## config.mk

```make
export PLATFORM = sky130hd
export DESIGN_NAME = integrator_sequencer_flat
export DESIGN_NICKNAME = d
export VERILOG_FILES = /design/src/rtl/integrator_sequencer_if.sv /design/src/rtl/integrator_sequencer.sv /design/src/flat_wrapper.sv
export SDC_FILE = /design/constraint.sdc
export NUM_CORES = 1
export LEC_CHECK = 0
export ABC_AREA = 1
export BUFFER_PORTS_ARGS = -buffer_cell sky130_fd_sc_hd__buf_2
export CORE_ASPECT_RATIO = 1.75
export CORE_MARGIN = 3
export CORE_UTILIZATION = 51
export CTS_CLUSTER_SIZE = 8
export DETAILED_ROUTE_END_ITERATION = 12
export PLACE_DENSITY = 0.85
export SLEW_MARGIN = 20
export SYNTH_ARGS = -nofsm -noshare
export SYNTH_HDL_FRONTEND = slang
export SYNTH_SLANG_ARGS = --single-unit
```

## constraint.sdc

```tcl
create_clock -name clk -period 2.81 [get_ports clk]
set_clock_uncertainty 0.2 [all_clocks]
set_input_delay 0.562 -clock clk [delete_from_list [all_inputs] [get_ports clk]]
set_output_delay 0.562 -clock clk [all_outputs]
set_load 0.05 [all_outputs]
```

## src/rtl/integrator_sequencer_if.sv

```systemverilog
// integrator_sequencer_if: control and status bundle
// between the sequencer and the threshold integrator.
interface integrator_sequencer_if;
  logic        integ_resetn;
  logic        integ_enable;
  logic [31:0] integ_window;
  logic [14:0] integ_threshold;
  logic        integ_setup_done;
  logic        integ_over_threshold;
  logic        integ_err_overflow;
  logic        integ_err_underflow;

  modport master (
    output integ_resetn,
    output integ_enable,
    output integ_window,
    output integ_threshold,
    input  integ_setup_done,
    input  integ_over_threshold,
    input  integ_err_overflow,
    input  integ_err_underflow
  );

  modport slave (
    input  integ_resetn,
    input  integ_enable,
    input  integ_window,
    input  integ_threshold,
    output integ_setup_done,
    output integ_over_threshold,
    output integ_err_overflow,
    output integ_err_underflow
  );
endinterface

```

## src/rtl/integrator_sequencer.sv

```systemverilog
// integrator_sequencer: arm/setup/run/disarm sequencing
// and sticky fault supervision for the integrator.
module integrator_sequencer #(
  parameter int unsigned RESET_CYCLES  = 4,
  parameter int unsigned SETUP_TIMEOUT = 1000000
) (
  input  logic                          clk,
  input  logic                          aresetn,
  input  logic [31:0]                   cfg_window,
  input  logic [14:0]                   cfg_threshold,
  input  logic                          arm,
  input  logic                          disarm,
  input  logic                          clear_fault,
  integrator_sequencer_if.master        integ,
  output logic                          running,
  output logic                          fault,
  output logic [2:0]                    fault_code,
  output logic                          shutdown_req
);

  localparam logic [2:0] S_FLUSH = 3'd0;
  localparam logic [2:0] S_IDLE  = 3'd1;
  localparam logic [2:0] S_CHECK = 3'd2;
  localparam logic [2:0] S_WAIT  = 3'd3;
  localparam logic [2:0] S_RUN   = 3'd4;
  localparam logic [2:0] S_FAULT = 3'd5;

  localparam logic [7:0]  FLUSH_LOAD = 8'(RESET_CYCLES - 1);
  localparam logic [31:0] TMO_LAST   = 32'(SETUP_TIMEOUT - 1);

  logic [2:0]  state;
  logic [7:0]  flush_cnt;
  logic [31:0] tmo_cnt;
  logic        flag_hit;
  logic [2:0]  flag_code;

  // Integrator error flags ranked: overflow, underflow, over-threshold
  always_comb begin
    flag_hit  = 1'b1;
    flag_code = 3'd0;
    priority case (1'b1)
      integ.integ_err_overflow:   flag_code = 3'd5;
      integ.integ_err_underflow:  flag_code = 3'd6;
      integ.integ_over_threshold: flag_code = 3'd4;
      default:                    flag_hit  = 1'b0;
    endcase
  end

  // Sequencer state, counters and all registered outputs
  always_ff @(posedge clk) begin
    if (!aresetn) begin
      state                 <= S_FLUSH;
      flush_cnt             <= FLUSH_LOAD;
      tmo_cnt               <= 32'd0;
      integ.integ_resetn    <= 1'b0;
      integ.integ_enable    <= 1'b0;
      integ.integ_window    <= 32'd0;
      integ.integ_threshold <= 15'd0;
      running               <= 1'b0;
      fault                 <= 1'b0;
      fault_code            <= 3'd0;
      shutdown_req          <= 1'b0;
    end else begin
      unique case (state)
        S_FLUSH: begin
          integ.integ_resetn <= 1'b0;
          integ.integ_enable <= 1'b0;
          if (flush_cnt == 8'd0) begin
            state <= S_IDLE;
          end else begin
            flush_cnt <= flush_cnt - 8'd1;
          end
        end
        S_IDLE: begin
          integ.integ_resetn <= 1'b0;
          if (arm) begin
            integ.integ_window    <= cfg_window;
            integ.integ_threshold <= cfg_threshold;
            state                 <= S_CHECK;
          end
        end
        S_CHECK: begin
          if (integ.integ_window[31:11] == 21'd0) begin
            state        <= S_FAULT;
            fault        <= 1'b1;
            shutdown_req <= 1'b1;
            fault_code   <= 3'd1;
          end else if (integ.integ_threshold == 15'd0) begin
            state        <= S_FAULT;
            fault        <= 1'b1;
            shutdown_req <= 1'b1;
            fault_code   <= 3'd2;
          end else begin
            state              <= S_WAIT;
            tmo_cnt            <= 32'd0;
            integ.integ_resetn <= 1'b1;
            integ.integ_enable <= 1'b1;
          end
        end
        S_WAIT: begin
          tmo_cnt <= tmo_cnt + 32'd1;
          if (flag_hit) begin
            state              <= S_FAULT;
            fault              <= 1'b1;
            shutdown_req       <= 1'b1;
            fault_code         <= flag_code;
            integ.integ_enable <= 1'b0;
          end else if (disarm) begin
            state              <= S_FLUSH;
            flush_cnt          <= FLUSH_LOAD;
            integ.integ_resetn <= 1'b0;
            integ.integ_enable <= 1'b0;
          end else if (integ.integ_setup_done) begin
            state   <= S_RUN;
            running <= 1'b1;
          end else if (tmo_cnt == TMO_LAST) begin
            state              <= S_FAULT;
            fault              <= 1'b1;
            shutdown_req       <= 1'b1;
            fault_code         <= 3'd3;
            integ.integ_enable <= 1'b0;
          end
        end
        S_RUN: begin
          if (flag_hit) begin
            state              <= S_FAULT;
            fault              <= 1'b1;
            shutdown_req       <= 1'b1;
            fault_code         <= flag_code;
            integ.integ_enable <= 1'b0;
            running            <= 1'b0;
          end else if (disarm) begin
            state              <= S_FLUSH;
            flush_cnt          <= FLUSH_LOAD;
            integ.integ_resetn <= 1'b0;
            integ.integ_enable <= 1'b0;
            running            <= 1'b0;
          end
        end
        S_FAULT: begin
          integ.integ_enable <= 1'b0;
          if (clear_fault) begin
            state              <= S_FLUSH;
            flush_cnt          <= FLUSH_LOAD;
            integ.integ_resetn <= 1'b0;
            fault              <= 1'b0;
            shutdown_req       <= 1'b0;
            fault_code         <= 3'd0;
          end
        end
        default: begin
          state              <= S_FLUSH;
          flush_cnt          <= FLUSH_LOAD;
          integ.integ_resetn <= 1'b0;
          integ.integ_enable <= 1'b0;
          running            <= 1'b0;
        end
      endcase
    end
  end

endmodule
```

## src/flat_wrapper.sv

```systemverilog
// flat-port wrapper written by rule: the top's interface ports become plain ports
module integrator_sequencer_flat 
#(
  parameter int unsigned RESET_CYCLES  = 4,
  parameter int unsigned SETUP_TIMEOUT = 1000000
)
  (clk, aresetn, cfg_window, cfg_threshold, arm, disarm, clear_fault, running, fault, fault_code, shutdown_req, integ_integ_resetn, integ_integ_enable, integ_integ_window, integ_integ_threshold, integ_integ_setup_done, integ_integ_over_threshold, integ_integ_err_overflow, integ_integ_err_underflow);
  integrator_sequencer_if integ_i ();
  input  logic clk;
  input  logic aresetn;
  input  logic [31:0] cfg_window;
  input  logic [14:0] cfg_threshold;
  input  logic arm;
  input  logic disarm;
  input  logic clear_fault;
  output logic running;
  output logic fault;
  output logic [2:0] fault_code;
  output logic shutdown_req;
  output wire logic [$bits(integ_i.integ_resetn)-1:0] integ_integ_resetn;
  output wire logic [$bits(integ_i.integ_enable)-1:0] integ_integ_enable;
  output wire logic [$bits(integ_i.integ_window)-1:0] integ_integ_window;
  output wire logic [$bits(integ_i.integ_threshold)-1:0] integ_integ_threshold;
  input wire logic [$bits(integ_i.integ_setup_done)-1:0] integ_integ_setup_done;
  input wire logic [$bits(integ_i.integ_over_threshold)-1:0] integ_integ_over_threshold;
  input wire logic [$bits(integ_i.integ_err_overflow)-1:0] integ_integ_err_overflow;
  input wire logic [$bits(integ_i.integ_err_underflow)-1:0] integ_integ_err_underflow;
  assign integ_integ_resetn = integ_i.integ_resetn;
  assign integ_integ_enable = integ_i.integ_enable;
  assign integ_integ_window = integ_i.integ_window;
  assign integ_integ_threshold = integ_i.integ_threshold;
  assign integ_i.integ_setup_done = integ_integ_setup_done;
  assign integ_i.integ_over_threshold = integ_integ_over_threshold;
  assign integ_i.integ_err_overflow = integ_integ_err_overflow;
  assign integ_i.integ_err_underflow = integ_integ_err_underflow;
  integrator_sequencer #(.RESET_CYCLES(RESET_CYCLES), .SETUP_TIMEOUT(SETUP_TIMEOUT)) u_core (.clk(clk), .aresetn(aresetn), .cfg_window(cfg_window), .cfg_threshold(cfg_threshold), .arm(arm), .disarm(disarm), .clear_fault(clear_fault), .integ(integ_i), .running(running), .fault(fault), .fault_code(fault_code), .shutdown_req(shutdown_req));
endmodule
```

Word-level counts from Yosys, hierarchy flattened. Index checks and enable logic that the tools add are counted.

Divide/modulo/power cells: 0. Multiplexer cells: 58. Reductions and logical operators: 17. Shift-type cells: 0. Multipliers: 0. Equal/unequal tests: 26. Bitwise logic cells: 3. Magnitude comparators: 0. Add/subtract/negate cells: 2.

Operator list (number): $mux W32 (2); $pmux W32 S2 (1); $mux W3 (21); $add A32 B1 Y32 const B (1); $eq A32 B20 Y1 const B (1); $mux W8 (4); $pmux W8 S4 (1); $mux W1 (23); $logic_not A21 Y1 (1); $reduce_and A5 Y1 (4); $ne A2 B2 Y1 const B (9); $pmux W3 S6 (1); $logic_not A15 Y1 (1); $pmux W3 S4 (1); $ne A3 B2 Y1 const B (3); $logic_not A8 Y1 (1); $pmux W1 S4 (2); $sub A8 B1 Y8 const B (1); $reduce_and A7 Y1 (1); $eq A3 B2 Y1 const B (2); $eq A3 B3 Y1 const B (2); $ne A2 B1 Y1 const B (3); $ne A3 B1 Y1 const B (2); $pmux W1 S3 (2); 13 further kinds (16).

Output and inout bits: 55. Register bits: 97. Memories: 0. Word-level logic and storage cells: 116. Latch bits: 0. Input port bits: 56. Bits in read-only memories: 0. RAM bits: 0.

Longest topological paths before layout. Gate-level depths: netlist of run 1.

Word-level depth: 6. Depth in mapped cells: 12. Depth with buffers taken out: 12.

Worst setup path before layout of run 1. OpenSTA, ideal clock, no wires.

Path type: input port to flip-flop. Start point: input port integ_integ_err_underflow. End point: register u_core.flush_cnt[2]. Arrival time: 1.667 ns. Path slack: 0.872 ns. Library setup time: 0.070 ns. Path buffers: 1. Stages on the path: 10. Required time: 2.540 ns. Path through: nor2_1 > nand2_1 > inv_1 > nand2_1 > a21oi_2 > nand2_1 > nor2_2 > buf_6 > nand2_1 > a21oi_1.

Cells in the longest elaborated chain, start to end: 4.

RTL lines: start: declaration (RTL line flat_wrapper.sv:27) `input wire logic [$bits(integ_i.integ_err_underflow)-1:0] integ_integ_err_underflow;`; $mux W1 (2 in a row) (RTL line integrator_sequencer.sv:41) `priority case (1'b1)`; $ne A2 B2 Y1 (no line); $reduce_and A5 Y1 (no line); end signal: assignment (RTL line integrator_sequencer.sv:71) `flush_cnt <= flush_cnt - 8'd1;`; end: declaration (RTL line integrator_sequencer.sv:32) `logic [7:0] flush_cnt;`.

Every way passes these cells. A chain may end at the register's enable or synchronous reset.

Final worst setup path of run 1.
Start point: register u_core.tmo_cnt[0]. End point: register u_core.state[0].

Cells in the longest elaborated chain, start to end: 3.

RTL lines: start: declaration (RTL line integrator_sequencer.sv:33) `logic [31:0] tmo_cnt;`; start signal: assignment (RTL line integrator_sequencer.sv:101) `tmo_cnt <= tmo_cnt + 32'd1;`; $eq A32 B20 Y1 (RTL line integrator_sequencer.sv:116) `end else if (tmo_cnt == TMO_LAST) begin`; $ne A5 B3 Y1 (no line); $reduce_and A5 Y1 (no line); end signal: assignment (RTL line integrator_sequencer.sv:114) `state <= S_RUN;`; end signal: assignment (RTL line integrator_sequencer.sv:117) `state <= S_FAULT;`; end signal: assignment (RTL line integrator_sequencer.sv:126) `state <= S_FAULT;`; end: declaration (RTL line integrator_sequencer.sv:31) `logic [2:0] state;`.

Every way passes these cells.

==> flow_results.org, run 1 <==
** Clock tree
- Insertion delay of the later-clocked pin in the worst-skew pair :: 0.34 ns
- In this run, post-CTS hold repair placed 0 buffers.
- Post-CTS repair changed the size of 0 cells.
- Maximum buffer depth of the clock tree :: 2
- Reg clk slew, reported paths :: 0.07 ns
- Once the clock tree was built, the setup fixing pass inserted 0 buffers.
- TritonCTS built the clock tree.
- CTS H-tree depth :: 3
- Count of clock tree sinks :: 97
- The tree is rooted in a sky130_fd_sc_hd__clkbuf_16.
- CTS Buf Count :: 9

** Yosys
- Number of flops mapped to enable cells by yosys :: 0
- Post-synthesis sequential element count :: 97
- The share of the Yosys chip area taken by registers is 39.4%.
- In the synthesized netlist, the number of instances is 764.
- The most used flip-flop cell after synthesis is sky130_fd_sc_hd__dfxtp_1.
- Ys Warns :: 0
- A synthesized cell averages 6.45 um^2.
- Syn nets :: 823
- Yosys mapped the design onto 30 distinct sky130hd cell types.
- Total standard cell area after synthesis :: 0.00493 mm^2
- Share of synthesized registers carrying an async set or reset :: 0%

** Job
- Max-cap violations in this run came to 0.

** Worst setup path
- Worst reg2reg path depth :: 10
- Buffers plus inverters on the worst setup path :: 2
- Setup slack on the worst flop-to-flop path :: 0.64 ns
- The kind of cell with the highest combined delay along the critical path is simple AND/OR/NAND/NOR gates.
- Kind of end point of the critical path :: flip-flop
- Required time at the endpoint of the critical path :: 2.85 ns
- In this design, the stage delay of the slowest critical-path cell is 0.41 ns.
- Data arrives at the worst endpoint at 2.20 ns.
- STA classifies the critical path startpoint as a flip-flop.
- The signal on the critical path passes through ha_1 -> inv_1 -> nor2_2 -> nand3_1 -> nor2_1 -> nand2_1 -> nand4_1 -> nand2_1 -> o21ai_0 -> inv_1.
- Largest fanout on the critical path :: 8
- On the critical path, the stage with the largest delay is an instance of sky130_fd_sc_hd__dfxtp_1.
- The endpoint identified for the worst register-to-register timing path is u_core.state[0]$_SDFFE_PN0P_.
- The critical path is of the reg2reg type.
- The worst register-to-register path begins at u_core.tmo_cnt[0]$_SDFFE_PN0P_.

** Global route
- Global routing used 26.5% of the available tracks across all layers.
- Entering global routing, the biggest net connects 55 pins.
- Antenna violations before repair :: 0
- Via count of the first global-routing pass :: 5028
- Wire length of the first global-routing pass :: 23000 um
- Total global routing overflow :: 0

** Pwr
- Internal power :: 2.55 mW
- IR analysis of the VDD net gives a maximum drop of 537 uV.
- Switching pwr :: 1.44 mW
- In this run, flip-flops and latches consume 40.1% of the power.
- Switching part of the total :: 36.1%
- Leakage :: 2.71 nW
- Power comes to 3.98 mW.
- Power share of the clock group :: 31.6%
- Comb pwr share :: 28.3%
- Power spread over the standard cell area amounts to 677 mW/mm^2.

** Timing
- Finish-stage setup viols :: 0
- Transition time at the pin with the least slew margin :: 0.513 ns
- RSZ-0062 raised after global routing :: no
- The worst path needs 2.17 ns of the cycle, external delays included.
- Number of slew-limit violations in the final report :: 0
- Final Cycle Share :: 77.2%
- The number of failing hold endpoints at the final stage was 0.
- For the final routed database, the setup TNS stands at 0 ns.
- The worst pin sits at a relative slew slack of 65.8%.
- Maximum clock frequency :: 0.461 GHz

** Status
- Run status :: finished clean

** Die
- Number of rows in the core area :: 46
- From bottom edge to top edge, the die measures 136 um.
- Die W :: 80.3 um
- The initial utilization of the core area, before any placement, comes to 53.2%.
- The floorplan step defined a die boundary enclosing 0.0109 mm^2.
- Top-level I/O count :: 111
- Placeable core region :: 0.00927 mm^2

** Place
- Placed wire-length estimate after detailed placement :: 10400 um
- In this run the tool buffered the top-level ports with 110 buffer cells.
- Post-placement cell count :: 976
- Routability-driven placement finished with a final weighted congestion of 1.01.

** Route
- Detailed-routing iteration count for the pre-antenna-repair pass :: 5
- After detailed routing, the total wire length is 13900 um.
- In this run, the number of DRC markers left after iteration 0 of detailed routing was 292.
- Via count :: 5322
- Number of remaining DRC errors :: 0
- Average wire per cell in the routed design :: 14.0 um
- Using the TritonRoute via totals, the vias-per-cell ratio works out to 5.36.
- Residual antenna-violating net count after detailed routing :: 0

** Layout
- Area added between synthesis and finish :: 19.3%
- Net count, final :: 926
- Post-route non-filler standard cell count :: 992
- Fraction of layout instances using a drive strength above 1 :: 17.5%
- Diode insertion count for antenna repair :: 0
- Fill cell total of the finished layout :: 879

** Min path
- Hold endpoint :: u_core.integ.integ_threshold[0]$_SDFFE_PN0P_
- Min-Delay Path Depth :: 3
- The tightest min-delay check is of the in2reg type.
- Start point of the worst hold path :: cfg_threshold[0]
==> worst max path at each step <==
stage,from,endpoint,slack (ns),cells past startpoint
finish,u_core.tmo_cnt[0]$_SDFFE_PN0P_,u_core.state[0]$_SDFFE_PN0P_,0.64,10
global route,u_core.tmo_cnt[0]$_SDFFE_PN0P_,u_core.fault$_SDFFE_PN0P_,0.39,10
CTS,u_core.tmo_cnt[0]$_SDFFE_PN0P_,u_core.fault$_SDFFE_PN0P_,0.65,11
detailed placement,integ_integ_err_underflow,u_core.flush_cnt[5]$_SDFFE_PN0P_,0.55,11
global placement,integ_integ_err_underflow,u_core.flush_cnt[4]$_SDFFE_PN0P_,0.57,11
floorplan,integ_integ_err_underflow,u_core.flush_cnt[2]$_SDFFE_PN0P_,0.87,10
==> per-stage QoR <==
stage / instance area (um^2) / hold slack [ns] / setup slack (ns) / utilization (%)
2_1_floorplan: 4930 / 0.253 / 0.872 / -
3_3_place_gp: 5580 / 0.255 / 0.573 / 60.2
3_5_place_dp: 5580 / 0.263 / 0.550 / 60.2
4_1_cts: 5880 / 0.236 / 0.654 / 63.5
5_1_grt: 5880 / 0.255 / 0.385 / 63.5
6_report: 5880 / 0.241 / 0.642 / 63.5
==> worst min-delay path, cell delays in order <==
cell and delay (ns):
sky130_fd_sc_hd__buf_2 0.07, sky130_fd_sc_hd__nor2_1 0.03, sky130_fd_sc_hd__nor2_1 0.08
==> power by group through the flow <==
stage               clock network, mW  registers, mW  logic (mW)
global route                     1.31           1.61        1.24
CTS                              1.27           1.59        1.13
finish                           1.26           1.60        1.13
floorplan                           0           1.90       0.566
global placement                    0           1.62        1.12
detailed placement                  0           1.62        1.13
==> registers in the layout (all words and copies together), names as in the netlist <==
signal,flops
u_core.fault_code,3
u_core.integ.integ_enable,1
u_core.flush_cnt,8
u_core.integ.integ_threshold,15
u_core.running,1
u_core.state,3
u_core.fault,1
u_core.tmo_cnt,32
u_core.integ.integ_resetn,1
u_core.integ.integ_window,32
==> synthesized netlist by cell type (2+ instances only) <==
| library cell | instances | area share, % |
|---|---|---|
| sky130_fd_sc_hd__nor2_1 | 186 | 14 |
| sky130_fd_sc_hd__nand2_4 | 2 | 0.46 |
| sky130_fd_sc_hd__nand3b_1 | 10 | 1.5 |
| sky130_fd_sc_hd__a21o_1 | 4 | 0.61 |
| sky130_fd_sc_hd__inv_2 | 5 | 0.38 |
| sky130_fd_sc_hd__nand4_1 | 11 | 1.4 |
| sky130_fd_sc_hd__inv_1 | 49 | 3.7 |
| sky130_fd_sc_hd__ha_1 | 3 | 0.76 |
| sky130_fd_sc_hd__buf_6 | 3 | 0.69 |
| sky130_fd_sc_hd__buf_2 | 5 | 0.51 |
| sky130_fd_sc_hd__or2_2 | 3 | 0.38 |
| sky130_fd_sc_hd__nor3_1 | 12 | 1.2 |
| sky130_fd_sc_hd__clkbuf_1 | 17 | 1.3 |
| sky130_fd_sc_hd__a21oi_1 | 61 | 6.2 |
| sky130_fd_sc_hd__dfxtp_1 | 97 | 39 |
| sky130_fd_sc_hd__o211ai_1 | 3 | 0.46 |
| sky130_fd_sc_hd__o21ai_0 | 61 | 6.2 |
| sky130_fd_sc_hd__nor2_4 | 2 | 0.46 |
| sky130_fd_sc_hd__nor2_2 | 4 | 0.51 |
| sky130_fd_sc_hd__nand3_1 | 55 | 5.6 |
| sky130_fd_sc_hd__nand2_1 | 157 | 12 |
| sky130_fd_sc_hd__xor2_1 | 6 | 1.1 |
==> cell families (layout without fill, tap and decap cells) <==
group | Yosys count | after routing | synth area share [%]
xor+xnor | 7 | 7 | 1.24
fa+ha+maj | 3 | 3 | 0.762
flops | 97 | 97 | 39.4
buf+inv | 82 | 190 | 6.90
simple gates | 444 | 444 | 37.9
compound gates | 131 | 131 | 13.8
==> layout by cell type, fill, tap and decap left out <==
cell type                   count
sky130_fd_sc_hd__bufinv_16      1
sky130_fd_sc_hd__a21oi_2        1
sky130_fd_sc_hd__o21ai_0       61
sky130_fd_sc_hd__nand2_4        2
sky130_fd_sc_hd__clkinv_2       2
sky130_fd_sc_hd__clkinv_1       1
sky130_fd_sc_hd__xnor2_1        1
sky130_fd_sc_hd__clkbuf_8       1
sky130_fd_sc_hd__nand2_2        1
sky130_fd_sc_hd__buf_4          8
sky130_fd_sc_hd__clkinv_4       2
sky130_fd_sc_hd__o221ai_1       1
sky130_fd_sc_hd__buf_12         1
sky130_fd_sc_hd__nand3b_1      10
sky130_fd_sc_hd__inv_6          1
sky130_fd_sc_hd__nor2_2         4
sky130_fd_sc_hd__ha_1           3
sky130_fd_sc_hd__nor3_1        12
sky130_fd_sc_hd__clkbuf_16      9
sky130_fd_sc_hd__o211ai_1       3
sky130_fd_sc_hd__a21oi_1       61
sky130_fd_sc_hd__nor2_4         2
sky130_fd_sc_hd__dfxtp_1       97
sky130_fd_sc_hd__nand3_1       55
sky130_fd_sc_hd__nor2_1       186
sky130_fd_sc_hd__inv_2          5
sky130_fd_sc_hd__or2_2          3
sky130_fd_sc_hd__a21o_1         4
sky130_fd_sc_hd__inv_1         49
sky130_fd_sc_hd__nor4_1         1
sky130_fd_sc_hd__xor2_1         6
sky130_fd_sc_hd__nand4_1       11
sky130_fd_sc_hd__buf_2        110
sky130_fd_sc_hd__nand2_1      157
==> layout make-up <==
cell class | instances | area (um^2) | area share, %
timing repair buffer | 119 | 631 | 10.7
clock inverter | 6 | 66.3 | 1.13
inverter | 55 | 206 | 3.51
sequential | 97 | 1940 | 33.0
clock buffer | 10 | 239 | 4.06
tap | 120 | 150 | 2.55
multi-input combinational | 585 | 2650 | 45.0
==> metal layers <==
| layer | part of all wire (%) | GRT usage (%) | vias up |
|---|---|---|---|
| li1 | - | - | 2681 |
| met1 | 37 | 27.8 | 2406 |
| met2 | 53 | 48.6 | 180 |
| met3 | 4.9 | 4.71 | 55 |
| met4 | 4.8 | 14.1 | 0 |
| met5 | 0 | 0 | - |
No activity file was read; power rests on OpenSTA's default activity.
==> run 2: changes to the inputs <==
==> constraint.sdc (replaced) <==
create_clock -name clk -period 2.1 [get_ports clk]
set_clock_uncertainty 0.2 [all_clocks]
set_input_delay 0.42 -clock clk [delete_from_list [all_inputs] [get_ports clk]]
set_output_delay 0.42 -clock clk [all_outputs]
set_load 0.05 [all_outputs]
==> flow_results.org, run 2 (synthesis gave the netlist of run 1 again) <==
** Worst setup path
- CP Class :: reg2reg
- Of all nets on the critical path, the largest fanout is 5.
- Data on the critical path is required at its endpoint by 2.13 ns.
- Kind of start point of the critical path :: flip-flop
- Crit path arrival time :: 1.97 ns
- Setup crit start :: u_core.tmo_cnt[1]$_SDFFE_PN0P_
- STA classifies the critical path endpoint as a flip-flop.
- Reg2Reg Launch Point :: u_core.tmo_cnt[1]$_SDFFE_PN0P_

** Global route
- The number of antenna violations at the first check in global routing was 0.
- Largest net degree at the start of global routing :: 55
- The via count of the first global-routing pass was 5189.
- In the global route stage, overall resource usage came out at 26.7%.
- Wire length of the first global-routing pass :: 23300 um
- Total global routing overflow :: 0

** Pwr
- Power share of the clock group :: 29.8%
- Across the VDD grid, the largest voltage drop is 861 uV.
- Internal power comes to 3.32 mW.
- Comb pwr share :: 29.5%
- Switching part of the total :: 36.6%
- Power spread over the standard cell area amounts to 875 mW/mm^2.
- Leakage :: 2.76 nW
- Switching pwr :: 1.92 mW
- Per report_power, the sequential group accounts for 40.7% of the total.

** Clock tree
- Clock-pin slew was measured on the worst setup and hold paths at 0.07 ns.
- The longest clock path from root to sink contains 2 buffers.
- CTS saw 97 sinks.
- Clock tree synthesis selected as its root buffer the cell sky130_fd_sc_hd__clkbuf_16.
- Clock tree from TritonCTS :: built
- CTS H-tree depth :: 3
- Insertion delay of the later-clocked pin in the worst-skew pair :: 0.34 ns
- Number of hold buffers added after CTS :: 0
- # Post-CTS Setup Buffers :: 0
- TritonCTS created 9 clock buffers.

** Timing
- After layout, the worst path uses 92.6% of the clock period.
- Hold violation total from the final report :: 0
- In the post-route analysis, the smallest setup slack over all paths is 0.155 ns.
- Setup repair after global routing left no endpoint under its margin.
- Counting I/O delays and the setup requirement, the final critical path takes 1.95 ns.
- Maximum clock frequency :: 0.514 GHz
- Relative slew margins :: 69.3%
- For the final routed database, the setup TNS stands at 0 ns.
- For the pin with the worst max-slew slack, the measured transition is 0.461 ns.
- Number of slew-limit violations in the final report :: 0
- Finish-stage setup viols :: 0

** Die
- Die Area :: 0.0109 mm^2
- Row generation in the floorplan step produced 46 rows.
- Initial Utilization :: 53.2%
- The core region is 0.00927 mm^2.
- The floorplan step set the die height to 136 um.
- 111 I/O pins were placed.
- Die W :: 80.3 um

** Route
- Residual antenna-violating net count after detailed routing :: 0
- Routed wire length :: 14200 um
- Average wire per cell in the routed design :: 14.2 um
- Number of remaining DRC errors :: 0
- In the final routing, the length of wire on met1 measures 5290 um.
- DR WL met2 :: 7480 um
- The highest metal layer carrying signal wires in the routed design is met4.
- Initial detailed-routing violation count :: 343
- Via count :: 5384
- Met3 wire len :: 673 um
- The first TritonRoute pass finished after 5 iterations.
- In the routed layout, each cell is associated on average with a via count of 5.37.

** Layout
- Highest-count cells in the layout ignoring fill and taps :: sky130_fd_sc_hd__nor2_1, sky130_fd_sc_hd__nand2_1, sky130_fd_sc_hd__buf_2
- Net count, final :: 937
- Leaving out filler cells and counting taps, the final layout contains 1003.
- Registers with the most flip-flops :: u_core.integ.integ_window: 32 flops, u_core.tmo_cnt: 32 flops, u_core.integ.integ_threshold: 15 flops
- 0 antenna diodes ended up in the layout.
- The filler cells instantiated in the layout total 860.
- Leaving out fill and tap cells, the most frequent cell in the layout is sky130_fd_sc_hd__nor2_1.
- Fraction of layout instances using a drive strength above 1 :: 19.3%
- Final cell area excluding filler cells :: 0.00598 mm^2
- Area added between synthesis and finish :: 21.3%

** Min path
- The path class of the tightest hold or removal check is in2reg.
- Start point of the worst hold path :: cfg_threshold[0]

** Place
- At the end of routability-driven placement, the weighted congestion stood at 1.02.
- After legalization and detailed placement, the total HPWL measured 10600 um.
- Once placement finished, the instance area stood at 0.00567 mm^2.
- IO Port Bufs :: 110
- Post-placement cell count :: 987
- Pre-CTS worst setup slack :: 0.0253 ns

** Status
- The run finished with clean final reports.

** Job
- Max-cap violations :: 0
## run 2: cell count changes in the layout (fill, tap and decap cells not counted), moves of 2 or more
cell	change
sky130_fd_sc_hd__buf_4	+9
sky130_fd_sc_hd__dfxtp_1	-2
sky130_fd_sc_hd__dfxtp_2	+2
sky130_fd_sc_hd__nand3_1	-2
sky130_fd_sc_hd__nand3_2	+2
## run 2: metal layers
| metal | track usage (%) | vias up |
|---|---|---|
| met4 | 14.9 | 0 |
| met1 | 27.6 | 2452 |
| met5 | 0 | - |
| met2 | 49.5 | 178 |
| met3 | 4.18 | 53 |
| li1 | - | 2701 |
## run 2: final timing paths
kind	cells past startpoint	end	slack (ns)
setup / recovery	10	u_core.state[0]$_SDFFE_PN0P_	0.15
hold / removal	3	u_core.integ.integ_threshold[0]$_SDFFE_PN0P_	0.10
hold reg to reg	2	u_core.fault_code[2]$_SDFFE_PN0P_	0.27
setup reg to reg	10	u_core.state[0]$_SDFFE_PN0P_	0.15
## run 2: power by group through the flow
stage	Sequential [mW]	Combinational (mW)	Clock [mW]
after global placement	2.17	1.51	0
after floorplan	2.55	0.757	0
final	2.13	1.54	1.56
after CTS	2.13	1.55	1.57
after global routing	2.15	1.72	1.64
after detailed placement	2.17	1.54	0
## run 2: stage by stage
step | hold slack [ns] | util [%] | power, mW
finish | 0.102 | 64.5 | 5.23
global route | 0.113 | 64.5 | 5.51
CTS | 0.0996 | 64.2 | 5.25
detailed placement | 0.264 | 61.2 | 3.70
global placement | 0.248 | 61.2 | 3.67
floorplan | 0.253 | - | 3.31
## run 2: area by class of cell
class	count	area, um^2	area share [%]
timing repair buffer	130	729	12.2
tap	120	150	2.51
clock inverter	6	41.3	0.690
clock buffer	10	239	4.00
multi-input combinational	585	2670	44.6
inverter	55	209	3.49
sequential	97	1940	32.5
## run 2: repair_timing
action,in CTS,in global routing
resized for setup,0,10
endpoints found under the setup margin,0,16
hold endpoints to repair,0,0
## run 2: worst max-delay path, cell delays in order, from the launching register on
cell	delay [ns]
sky130_fd_sc_hd__dfxtp_2	0.35
sky130_fd_sc_hd__ha_2	0.21
sky130_fd_sc_hd__inv_1	0.10
sky130_fd_sc_hd__nor2_4	0.16
sky130_fd_sc_hd__nand3_1	0.08
sky130_fd_sc_hd__nor2_1	0.12
sky130_fd_sc_hd__nand2_1	0.13
sky130_fd_sc_hd__nand4_1	0.20
sky130_fd_sc_hd__nand2_1	0.07
sky130_fd_sc_hd__o21ai_0	0.16
sky130_fd_sc_hd__inv_1	0.05
==> run 3: changes to the inputs <==
--- a/config.mk
+++ b/config.mk
@@ -7,12 +7,14 @@
 export LEC_CHECK = 0
 export ABC_AREA = 1
 export BUFFER_PORTS_ARGS = -buffer_cell sky130_fd_sc_hd__buf_2
+export CELL_PAD_IN_SITES_DETAIL_PLACEMENT = 0
+export CELL_PAD_IN_SITES_GLOBAL_PLACEMENT = 1
 export CORE_ASPECT_RATIO = 1.75
 export CORE_MARGIN = 3
-export CORE_UTILIZATION = 51
+export CORE_UTILIZATION = 38
 export CTS_CLUSTER_SIZE = 8
 export DETAILED_ROUTE_END_ITERATION = 12
-export PLACE_DENSITY = 0.85
+export PLACE_DENSITY = 0.9
 export SLEW_MARGIN = 20
 export SYNTH_ARGS = -nofsm -noshare
 export SYNTH_HDL_FRONTEND = slang
==> flow_results.org, run 3 (synthesis gave the netlist of run 1 again) <==
** Clock tree
- After clock tree synthesis, the clock-pin slew on the worst setup and hold paths is 0.08 ns.
- After clock tree synthesis, the setup repair step added 0 buffers.
- Number of hold buffers added after CTS :: 0
- The H-tree was split into 3 levels.
- Clock tree from TritonCTS :: built
- Post-cts resize count :: 0
- Maximum buffer depth of the clock tree :: 2
- The clock net in this run drives a total of 97 sinks.
- Insertion delay of the later-clocked pin in the worst-skew pair :: 0.35 ns
- The root buffer cell chosen for the clock tree is sky130_fd_sc_hd__clkbuf_16.
- CTS Buf Count :: 9

** Place
- The congestion estimate from routability-driven global placement came to 0.971.
- At the placement stage, the worst setup path has a slack of 0.0307 ns.
- Detailed placement ended at an HPWL of 11100 um.
- During placement, the flow inserted port buffers numbering 110.

** Route
- Residual antenna-violating net count after detailed routing :: 0
- Detailed-routing iteration count for the pre-antenna-repair pass :: 4
- Dividing the detail-routed via count by the number of cells gives 4.99.
- For this block, the routed nets add up to 14700 um of wire.
- Number of remaining DRC errors :: 0
- Initial detailed-routing violation count :: 222
- Via count :: 5247
- Average wire per cell in the routed design :: 14.0 um

** Worst setup path
- Walking the worst path, the cells encountered are inv_2 -> nand2_2 -> inv_2 -> nand2_4 -> nand2_4 -> a21oi_2 -> nand2_1 -> nor2_2 -> buf_4 -> nand2_1 -> a21oi_1.
- Crit path arrival time :: 2.01 ns
- CP max stage delay :: 0.47 ns
- The worst setup path is launched from a flip-flop.
- For this design, the slowest cell found on the critical path is sky130_fd_sc_hd__dfxtp_1.
- Largest fanout on the critical path :: 6
- Required time at the endpoint of the critical path :: 2.17 ns
- Kind of end point of the critical path :: flip-flop
- The critical path is of the reg2reg type.

** Timing
- Transition time at the pin with the least slew margin :: 0.506 ns
- In this run the tightest slew margin relative to its limit is 66.1%.
- The smallest clock period supported by the final layout is computed as 1.94 ns.
- The number of failing hold endpoints at the final stage was 0.
- Derived from the worst setup path, the maximum achievable clock frequency is 0.514 GHz.
- Worst setup margin :: 0.155 ns
- The final critical path takes up 92.6% of the cycle.
- Worst Hold Slack :: 0.0843 ns
- Number of slew-limit violations in the final report :: 0
- Setup violations remaining at the end of the flow were counted as 0.

** Die
- Number of rows in the core area :: 54
- The die covers 0.0144 mm^2.
- Top-level I/O count :: 111
- The floorplan step defined a core boundary enclosing 0.0126 mm^2.
- Initial Utilization :: 39.2%
- Y dimension of the die :: 157 um
- From left edge to right edge, the die measures 92.1 um.

** Pwr
- Leakage :: 2.77 nW
- Cell Pwr Density :: 881 mW/mm^2
- The worst-case IR drop observed on VDD is 635 uV.
- Overall Power :: 5.35 mW

** Global route
- Largest net degree at the start of global routing :: 55
- The number of antenna violations at the first check in global routing is 0.
- The first global-routing pass estimated 24200 um of wire.
- Total global routing track utilization :: 20.7%
- Global routing finished with a remaining overflow of 0.
- Via count of the first global-routing pass :: 5128

** Layout
- Fraction of layout instances using a drive strength above 1 :: 19.3%
- Net count, final :: 938
- The area growth from synthesis to layout is 23.4%.
- Commonest non-fill, non-tap cell in the layout :: sky130_fd_sc_hd__nor2_1
- Registers with the most flip-flops :: u_core.integ.integ_window: 32 flops, u_core.tmo_cnt: 32 flops, u_core.integ.integ_threshold: 15 flops
- The number of antenna diodes in the final layout is 0.
- The top cell types in the final layout, fill and taps aside, are sky130_fd_sc_hd__nor2_1, sky130_fd_sc_hd__nand2_1, sky130_fd_sc_hd__buf_2.

** Job
- Max-cap violations :: 0

** Status
- The run finished with clean final reports.

** Min path
- Class of the most critical hold timing path :: in2reg
run 3: routing by layer:
metal	share of wire, %	GRT usage (%)	vias to the layer above	wire length, um
met5	0	0	-	0
met4	3.2	9.07	0	473
met3	5.0	3.94	41	741
met2	53	38.7	157	7870
met1	38	22.4	2351	5630
li1	-	-	2698	-
run 3: cell type report:
type / count / area (um^2)
clock buffers: 10 / 239
clock inverters: 6 / 56.3
fillers: 1369 / 6490
inverters: 55 / 206
multi-input cells: 585 / 2680
flip-flops and latches: 97 / 1940
well taps: 168 / 210
repair buffers: 131 / 746
run 3: worst max-delay path, delay by kind of cell (launching register included):
kind	cells	cell delay, ns
flops	1	0.47
buf+inv	3	0.31
compound gates	2	0.30
simple gates	6	0.58
run 3: final timing paths:
check                                    start  slack [ns]  depth (start not counted)                                           end
max reg2reg       u_core.state[2]$_SDFFE_PN0P_        0.16                         11              u_core.flush_cnt[5]$_SDFFE_PN0P_
max               u_core.state[2]$_SDFFE_PN0P_        0.16                         11              u_core.flush_cnt[5]$_SDFFE_PN0P_
min reg2reg  u_core.fault_code[2]$_SDFFE_PN0P_        0.26                          2             u_core.fault_code[2]$_SDFFE_PN0P_
min                           cfg_threshold[2]        0.08                          3  u_core.integ.integ_threshold[2]$_SDFFE_PN0P_
run 3: metrics by stage:
stage / utilization [%] / instances / instance area (um^2) / TNS, ns
after CTS: 48.1 / 1052 / 6050 / 0
after global placement: 45.8 / 1036 / 5750 / 0
after global routing: 48.4 / 1052 / 6080 / -0.0297
after detailed placement: 45.8 / 1036 / 5750 / 0
final: 48.4 / 1052 / 6080 / 0
after floorplan: - / 764 / 4930 / 0
run 3: report_power, final:
group / leakage (nW) / total (mW) / internal [mW] / switching [mW]
logic: 1.84 / 1.56 / 0.476 / 1.09
clock network: 0.144 / 1.66 / 0.865 / 0.793
registers: 0.784 / 2.13 / 2.01 / 0.125
